--- src/rtl/uart_rx_fifo.sv ---
// UART receiver with 3-sample majority-voted bit recovery, optional parity,
// sticky line-error flags and a first-word-fall-through receive FIFO.
module uart_rx_fifo #(
  parameter int unsigned CLK_HZ     = 100000000,
  parameter int unsigned BAUD       = 115200,
  parameter int unsigned OVERSAMPLE = 16,
  parameter int unsigned DATA_BITS  = 8,
  parameter int unsigned PARITY     = 0,
  parameter int unsigned FIFO_AW    = 4
) (
  input  logic                 clk,
  input  logic                 reset_b,
  input  logic                 rxd,
  input  logic                 rd,
  output logic [DATA_BITS-1:0] dout,
  output logic                 valid,
  output logic                 full,
  output logic [FIFO_AW:0]     count,
  input  logic                 clr_err,
  output logic                 frame_err,
  output logic                 parity_err,
  output logic                 overrun
);

  localparam int unsigned RATE    = BAUD * OVERSAMPLE;
  localparam int unsigned DIV_RAW = (CLK_HZ + RATE / 2) / RATE;
  localparam int unsigned DIV     = (DIV_RAW < 1) ? 1 : DIV_RAW;
  localparam int unsigned DIV_W   = (DIV > 1) ? $clog2(DIV) : 1;
  localparam int unsigned TICK_W  = $clog2(OVERSAMPLE);
  localparam int unsigned BIT_W   = $clog2(DATA_BITS);
  localparam int unsigned PW      = FIFO_AW + 1;
  localparam int unsigned DEPTH   = 1 << FIFO_AW;

  typedef enum logic [2:0] {IDLE, START, DATA, PAR, STOP, BREAK} state_t;

  // Two-flop synchroniser plus one history flop for edge detection
  logic rxd_m, rxd_s, rxd_p;
  always_ff @(posedge clk or negedge reset_b) begin
    if (!reset_b) begin
      rxd_m <= 1'b1;
      rxd_s <= 1'b1;
      rxd_p <= 1'b1;
    end else begin
      rxd_m <= rxd;
      rxd_s <= rxd_m;
      rxd_p <= rxd_s;
    end
  end

  state_t               state, state_n;
  logic [DIV_W-1:0]     div_cnt, div_n;
  logic [TICK_W-1:0]    tick_cnt, tick_n;
  logic [BIT_W-1:0]     bit_cnt, bit_n;
  logic [DATA_BITS-1:0] shreg, shreg_n;
  logic                 s0, s0_n, s1, s1_n;
  logic                 par_acc, par_acc_n, par_bad, par_bad_n;
  logic                 push_q, push_n, fe_set, pe_set;
  logic                 tick, samp_lo, samp_mid, samp_hi, vote, exp_par, fall;

  assign tick     = (div_cnt == DIV_W'(DIV - 1));
  assign samp_lo  = tick && (tick_cnt == TICK_W'(OVERSAMPLE / 2 - 1));
  assign samp_mid = tick && (tick_cnt == TICK_W'(OVERSAMPLE / 2));
  assign samp_hi  = tick && (tick_cnt == TICK_W'(OVERSAMPLE / 2 + 1));
  assign vote     = (s0 & s1) | (s0 & rxd_s) | (s1 & rxd_s);
  assign exp_par  = (PARITY == 2) ? ~par_acc : par_acc;
  assign fall     = rxd_p & ~rxd_s;

  always_ff @(posedge clk or negedge reset_b) begin
    if (!reset_b) begin
      state      <= IDLE;
      div_cnt    <= '0;
      tick_cnt   <= '0;
      bit_cnt    <= '0;
      shreg      <= '0;
      s0         <= 1'b1;
      s1         <= 1'b1;
      par_acc    <= 1'b0;
      par_bad    <= 1'b0;
      push_q     <= 1'b0;
      frame_err  <= 1'b0;
      parity_err <= 1'b0;
    end else begin
      state      <= state_n;
      div_cnt    <= div_n;
      tick_cnt   <= tick_n;
      bit_cnt    <= bit_n;
      shreg      <= shreg_n;
      s0         <= s0_n;
      s1         <= s1_n;
      par_acc    <= par_acc_n;
      par_bad    <= par_bad_n;
      push_q     <= push_n;
      frame_err  <= fe_set | (frame_err & ~clr_err);
      parity_err <= pe_set | (parity_err & ~clr_err);
    end
  end

  // Each state decides on its own third sample; the tick phase keeps running
  // across state changes so the next bit is sampled one bit period later.
  always_comb begin
    state_n   = state;
    div_n     = div_cnt;
    tick_n    = tick_cnt;
    bit_n     = bit_cnt;
    shreg_n   = shreg;
    s0_n      = s0;
    s1_n      = s1;
    par_acc_n = par_acc;
    par_bad_n = par_bad;
    push_n    = 1'b0;
    fe_set    = 1'b0;
    pe_set    = 1'b0;

    if (state != IDLE) begin
      if (tick) begin
        div_n  = '0;
        tick_n = (tick_cnt == TICK_W'(OVERSAMPLE - 1)) ? '0 : tick_cnt + TICK_W'(1);
      end else begin
        div_n  = div_cnt + DIV_W'(1);
      end
    end
    if (samp_lo)  s0_n = rxd_s;
    if (samp_mid) s1_n = rxd_s;

    case (state)
      IDLE: begin
        if (fall) begin
          state_n   = START;
          div_n     = '0;
          tick_n    = '0;
          bit_n     = '0;
          par_acc_n = 1'b0;
          par_bad_n = 1'b0;
        end
      end
      START: begin
        if (samp_hi) state_n = vote ? IDLE : DATA;
      end
      DATA: begin
        if (samp_hi) begin
          shreg_n   = {vote, shreg[DATA_BITS-1:1]};
          par_acc_n = par_acc ^ vote;
          if (bit_cnt == BIT_W'(DATA_BITS - 1)) begin
            state_n = (PARITY != 0) ? PAR : STOP;
          end else begin
            bit_n = bit_cnt + BIT_W'(1);
          end
        end
      end
      PAR: begin
        if (samp_hi) begin
          par_bad_n = (vote != exp_par);
          state_n   = STOP;
        end
      end
      STOP: begin
        if (samp_hi) begin
          if (vote) begin
            state_n = IDLE;
            if (par_bad) pe_set = 1'b1;
            else         push_n = 1'b1;
          end else begin
            fe_set  = 1'b1;
            state_n = BREAK;
          end
        end
      end
      BREAK: begin
        if (rxd_s) state_n = IDLE;
      end
      default: state_n = IDLE;
    endcase
  end

  // FWFT FIFO: dout is a registered copy of the head entry
  logic [DATA_BITS-1:0] mem [DEPTH];
  logic [PW-1:0]        wptr, rptr, wptr_n, rptr_n, count_n;
  logic                 pop, push_ok, ovr_set;

  assign pop     = rd & valid;
  assign push_ok = push_q & (~full | pop);
  assign ovr_set = push_q & full & ~pop;
  assign wptr_n  = wptr + PW'(push_ok);
  assign rptr_n  = rptr + PW'(pop);
  assign count_n = wptr_n - rptr_n;

  always_ff @(posedge clk) begin
    if (push_ok) mem[wptr[FIFO_AW-1:0]] <= shreg;
  end

  always_ff @(posedge clk or negedge reset_b) begin
    if (!reset_b) begin
      wptr    <= '0;
      rptr    <= '0;
      count   <= '0;
      valid   <= 1'b0;
      full    <= 1'b0;
      dout    <= '0;
      overrun <= 1'b0;
    end else begin
      wptr    <= wptr_n;
      rptr    <= rptr_n;
      count   <= count_n;
      valid   <= (count_n != PW'(0));
      full    <= (count_n == PW'(DEPTH));
      overrun <= ovr_set | (overrun & ~clr_err);
      // New byte becomes head when the FIFO is, or is about to be, empty
      if (push_ok && ((count == PW'(0)) || (pop && (count == PW'(1))))) begin
        dout <= shreg;
      end else if (pop && (count > PW'(1))) begin
        dout <= mem[rptr_n[FIFO_AW-1:0]];
      end
    end
  end

endmodule

--- config.mk ---
export PLATFORM = sky130hd
export DESIGN_NAME = uart_rx_fifo
export DESIGN_NICKNAME = d
export VERILOG_FILES = /design/src/rtl/uart_rx_fifo.sv
export SDC_FILE = /design/constraint.sdc
export NUM_CORES = 1
export LEC_CHECK = 0
export ABC_AREA = 0
export BUFFER_PORTS_ARGS = -buffer_cell sky130_fd_sc_hd__buf_2
export CAP_MARGIN = 5
export CORE_MARGIN = 10
export CORE_UTILIZATION = 62
export DETAILED_ROUTE_END_ITERATION = 12
export PLACE_DENSITY = 0.87
export SYNTH_ARGS = -nofsm -noshare
export SYNTH_HDL_FRONTEND = slang
export SYNTH_SLANG_ARGS = --single-unit
--- constraint.sdc ---
create_clock -name clk -period 3.5 [get_ports clk]
set_clock_uncertainty 0.15 [all_clocks]
set_input_delay 0.7 -clock clk [delete_from_list [all_inputs] [get_ports clk]]
set_output_delay 0.7 -clock clk [all_outputs]
set_load 0.02 [all_outputs]
==> results of run 1 <==
[placed cells by master (no fill, tap or decap), types with 3 or more instances in the layout]
master	n
dfstp_2	5
o21ai_0	9
mux2_2	9
nand3_1	37
nor2b_1	3
nand2_1	22
nor3_1	6
nor2_1	24
a21oi_1	5
clkbuf_16	17
nand2b_1	5
dfrtp_1	55
bufinv_16	5
o31ai_1	3
xor2_1	6
buf_2	22
a22oi_1	42
and2_1	3
edfxtp_1	128
xnor2_1	8
inv_1	14
ha_1	15
buf_4	20
nor4_1	3
mux2i_1	66
[worst register-to-register path, cell delays in order (launching register included)]
cell      delay (ps)
dfrtp_1          390
nand2_1          200
inv_1            120
ha_4             170
ha_1             210
xor2_1           310
inv_2            110
ha_1             340
a221oi_1         330
xnor2_1          140
nor4_1           250
and2_1           170
[path summary, 6_finish.rpt]
kind / end / slack, ps / depth (start not counted) / start
worst max-delay path: full$_DFF_PN0_ / 550 / 11 / valid$_DFF_PN0_
worst min register to register: rxd_s$_DFF_PN1_ / 210 / 0 / rxd_m$_DFF_PN1_
min in group clk: rxd_s$_DFF_PN1_ / 210 / 0 / rxd_m$_DFF_PN1_
worst min-delay path: frame_err$_DFF_PN0_ / 110 / 1 / reset_b
worst max register to register: full$_DFF_PN0_ / 550 / 11 / valid$_DFF_PN0_
max in group asynchronous: rxd_m$_DFF_PN1_ / 2380 / 2 / reset_b
[per-layer routing]
metal,part of all wire,vias to the layer above,track usage
met5,0,-,0
met4,0.033,0,0.09780
met3,0.077,44,0.05185
met2,0.50,215,0.3176
met1,0.39,2348,0.2379
li1,-,2108,-
[sequential cells by signal, indices dropped and copies added, names as in the netlist, 3 cells and up]
signal	flops
bit_cnt	3
count	5
div_cnt	6
dout	8
mem	128
rptr	5
shreg	8
state	3
tick_cnt	4
wptr	5
[cells by family (layout without fill, tap and decap cells)]
group,Yosys count,after routing,synth area share
and+or+nand+nor,124,124,0.08315
buffers and inverters,35,90,0.02210
xor gates and xnor gates,15,15,0.01860
adders and majority gates,18,18,0.02925
AOI/OAI and AO/OA,76,76,0.07011
DFF,188,188,0.6800
muxes,75,75,0.09682
[through the flow]
stage	hold slack (ps)	cell area (um^2)	power (mW)	utilization
after floorplan	195.2	7870	2.749	-
after global placement	197.9	8260	2.775	0.6599
after detailed placement	197.6	8260	2.804	0.6599
after CTS	117.0	8907	4.879	0.7116
after global routing	136.0	8907	5.013	0.7116
final	114.0	8907	4.858	0.7116
[area by class of cell]
cell class | instances | area share
well taps | 172 | 0.02416
clock buffers | 18 | 0.04818
flip-flops and latches | 188 | 0.6008
clock inverters | 14 | 0.02444
multi-input cells | 308 | 0.2646
inverters | 15 | 0.006321
repair buffers | 43 | 0.03147
[report_power, final]
group          internal (mW)  switching [mW]  leakage, nW
sequential              2.40          0.0841         2.29
combinational          0.116           0.158         1.01
clock                   1.27           0.822        0.314
==> results.cfg, run 1 <==
[drt]
dr.pass1.iters = 5
dr.first_iter.drc_count = 499
drc = 0
post_drt_wl_per_cell_um = 21.97
viasPerCell = 6.220
vias = 4715
routed_wirelength_mm = 16.66
ant_nets = 0

[floorplan]
coreArea_um2 = 12520
row_count = 41
fp.dieH_um = 132.7
start_util = 0.6287
die_w_um = 132.7
die_area_um2 = 17600
num_io_pins = 23

[place]
io_buffers = 22
gp_congestion = 0.8916
hpwl_mm = 10.53
placed_cells = 726
dp_worst_setup_slack_ps = 142.3

[layout]
register_area_um2 = 5351
fillerInstances = 784
num_antenna_cells = 0
layout.cells.non_filler = 758
layout-drive-gt1-share = 0.1655
final_nets = 595
multi_input_area_um2 = 2357
area_delta_synth_final_pct = 13.18

[setup_path]
path_buf_inv = 2
cp_common_cell = ha_1
crit_path_top_delay_cell = dfrtp_1
start_kind = flop
crit_arrival_ps = 3170
slowest_delay_ps = 390
crit_family = adder cells
worstPathMaxFanout = 7
critical_path_class = flop to flop
worstPathCellList = nand2_1, inv_1, ha_4, ha_1, xor2_1, inv_2, ha_1, a221oi_1, xnor2_1, nor4_1, and2_1
crit_required_ps = 3720
end_kind = flop

[clocking]
cts_root_buf = clkbuf_16
cts_buffers = 17
cts.reportedPaths.clkPinSlew_ps = 70
clock_latency_ps = 430
post-cts-setup-buffer-count = 0
cts_tree = built
hold_buffers = 0
clock_sink_count = 188
cts_buffer_depth = 2
cts_resized = 0
htree_num_levels = 4

[global_routing]
grt-ovfl-total = 0
grt_usage = 0.1959
antenna_found_initial = 0
grt_start_max_net_pins = 66
grt_pass1_vias = 4970
grt_first_pass_wirelength_mm = 26.83

[sta]
fin_ws_ps = 554.2
rsz0062_at_grt = false
setup_tns_ps = 0
finalCriticalPeriod_ps = 2946
finalSetupViolCount = 0
relSlewSlack = 0.4395
timing.fmax_ghz = 0.3395
tightest_slew_ps = 835.1
finalCritPeriodShare = 0.8417
finalMaxSlewViolations = 0
hold_violations = 0

[synth]
synthCells = 531
synth-async-reset-ratio = 0.3191
synth_top_area_frac = 0.4884
synth_common_cells = edfxtp_1, mux2i_1, dfrtp_1
synth_seq_cells = 188
synth.area.top_cells = edfxtp_1, dfrtp_1, mux2i_1
synth_edf_count = 128
synth_flop_cell = edfxtp_1
yosysTopAreaCell = edfxtp_1
ys_types = 60
yosysMostFrequentCell = edfxtp_1
ys_warn_count = 0
syn_area_per_cell_um2 = 14.82
synthesis.area_um2 = 7870
synth_fp_nets = 553
yosysSeqAreaShare = 0.6800

[run]
drv_cap = 0

[run_status]
outcome = finished, final reports clean

[power]
power_density_nw_per_um2 = 545.5
ir_drop_mv = 0.4825
power.static_leakage_nw = 3.619

[min_path]
hp-class = input pin to asynchronous set/reset pin
Power figures use the tool's default switching activity.
==> inputs of run 2 (changes only) <==
CORE_UTILIZATION = 56   (was 62)
PLACE_DENSITY = 0.84   (was 0.87)
clock period = 2.35 ns   (was 3.5 ns; I/O delays follow)
==> run 2 against run 1 <==
The flow now finishes with violations (setup timing). Core utilization shrank 3.4 points. Die area increased by 9.1%. First-iteration DRC count fell by 9.2%. Sequential share of layout area shrank 3.0 points. Register-to-register slack got worse by 650 ps. Critical path depth fell by 1. Routed wire length increased by 1.2%. Maximum frequency grew 20%. Largest cell class unchanged.
==> results.cfg, run 2 (synthesis gave the netlist of run 1 again) <==
[run_status]
outcome = finished with violations
violations = setup timing

[setup_path]
crit_required_ps = 2570
start_kind = flop
worstPathMaxFanout = 3
crit_arrival_ps = 2660
regToRegSetupSlack_ps = -100
end_kind = flop
slowest_delay_ps = 380
path_buf_inv = 0
crit_path_top_delay_cell = dfrtp_2
cp_common_cell = ha_4
worstPathCellList = nand2_4, a21boi_4, ha_4, ha_4, xor2_4, ha_4, a221oi_4, xnor2_2, nor4_2, and2_1
critical_path_class = flop to flop
crit_family = adder cells

[drt]
drc = 0
vias = 4808
dr.first_iter.drc_count = 453
viasPerCell = 6.063
routed_wirelength_mm = 16.86
post_drt_wl_per_cell_um = 21.26
dr.pass1.iters = 5
ant_nets = 0

[layout]
area_delta_synth_final_pct = 19.09
largest_register_ff_count = 128
num_antenna_cells = 0
final_common_cell = edfxtp_1
final_nets = 622
fin_util = 0.6779
layout-drive-gt1-share = 0.2365
layout.cells.non_filler = 793
most-common-layout-cells = edfxtp_1, mux2i_1, dfrtp_1, a22oi_1, buf_4

[clocking]
cts_root_buf = clkbuf_16
cts_buffer_depth = 2
htree_num_levels = 4
clock_latency_ps = 430
cts.reportedPaths.clkPinSlew_ps = 60
cts_tree = built
clock_sink_count = 188
cts_buffers = 17

[global_routing]
grt_start_max_net_pins = 35
grt_usage = 0.1776
grt_first_pass_wirelength_mm = 27.04
antenna_found_initial = 0
grt_pass1_vias = 5075
grt-ovfl-total = 0

[power]
power_density_nw_per_um2 = 751.4
power.static_leakage_nw = 3.791
ir_drop_mv = 0.6510
power.total_mw = 7.043

[floorplan]
die_w_um = 138.6
num_io_pins = 23
die_area_um2 = 19200
row_count = 43
fp.dieH_um = 138.6
coreArea_um2 = 13830
start_util = 0.5692

[sta]
tightest_slew_ps = 752.9
relSlewSlack = 0.4980
hold_violations = 0
finalCritPeriodShare = 1.041
finalCriticalPeriod_ps = 2447
hold_slack_ps = 210.1
fin_ws_ps = -97.06
timing.fmax_ghz = 0.4087
finalMaxSlewViolations = 0
finalSetupViolCount = 3
rsz0062_at_grt = true

[place]
io_buffers = 22
placed_cells = 754
hpwl_mm = 10.87
dp_worst_setup_slack_ps = -436.6
gp_congestion = 0.8747

[min_path]
hp-class = flop to flop

[run]
drv_cap = 0
## run 2: area by class of cell
| cell class | instances | area, um^2 |
|---|---|---|
| Fill cell | 896 | 4454 |
| Sequential cell | 188 | 5354 |
| Clock buffer | 22 | 464.2 |
| Timing Repair Buffer | 70 | 574.3 |
| Multi-Input combinational cell | 308 | 2560 |
| Clock inverter | 10 | 138.9 |
| Inverter | 15 | 56.30 |
| Tap cell | 180 | 225.2 |
## run 2: what timing repair did
action | in CTS | in global routing
hold endpoints to repair | 23 | 0
resized for setup | 12 | 6
hold buffers | 2 | 0
pin swaps | 11 | 3
setup buffers | 4 | 2
cloned | 0 | 0
endpoints found under the setup margin | 3 | 5
## run 2: routing by layer
layer  global-route usage  up-vias  part of all wire
met5                    0        -                 0
met2               0.2957      184              0.51
li1                     -     2158                 -
met4              0.06770        0             0.021
met1               0.2164     2438              0.41
met3              0.04726       28             0.062
## run 2: power breakdown
part           internal [mW]  switching (mW)
combinational          0.177           0.240
clock                   1.73            1.18
sequential              3.58           0.130
## run 2: worst register-to-register path, stage by stage (launching register included)
cell      delay (ps)
dfrtp_2          380
nand2_4           70
a21boi_4         190
ha_4             170
ha_4             150
xor2_4           220
ha_4             250
a221oi_4         330
xnor2_2          120
nor4_2           180
and2_1           160
## run 2: worst paths after layout
check | from | to | cells past startpoint
setup / recovery | valid$_DFF_PN0_ | full$_DFF_PN0_ | 10
hold / removal | rxd_m$_DFF_PN1_ | rxd_s$_DFF_PN1_ | 0
setup reg to reg | valid$_DFF_PN0_ | full$_DFF_PN0_ | 10
hold reg to reg | rxd_m$_DFF_PN1_ | rxd_s$_DFF_PN1_ | 0
max in group asynchronous | reset_b | bit_cnt[1]$_DFFE_PN0P_ | 3
min in group asynchronous | reset_b | count[1]$_DFF_PN0_ | 2
## run 2: per-stage QoR
stage	TNS, ps	instance area (um^2)
2_1_floorplan	-427.2	7995
3_3_place_gp	-869.0	8618
3_5_place_dp	-1491	8618
4_1_cts	-123.3	9330
5_1_grt	-640.2	9373
6_report	-225.7	9373
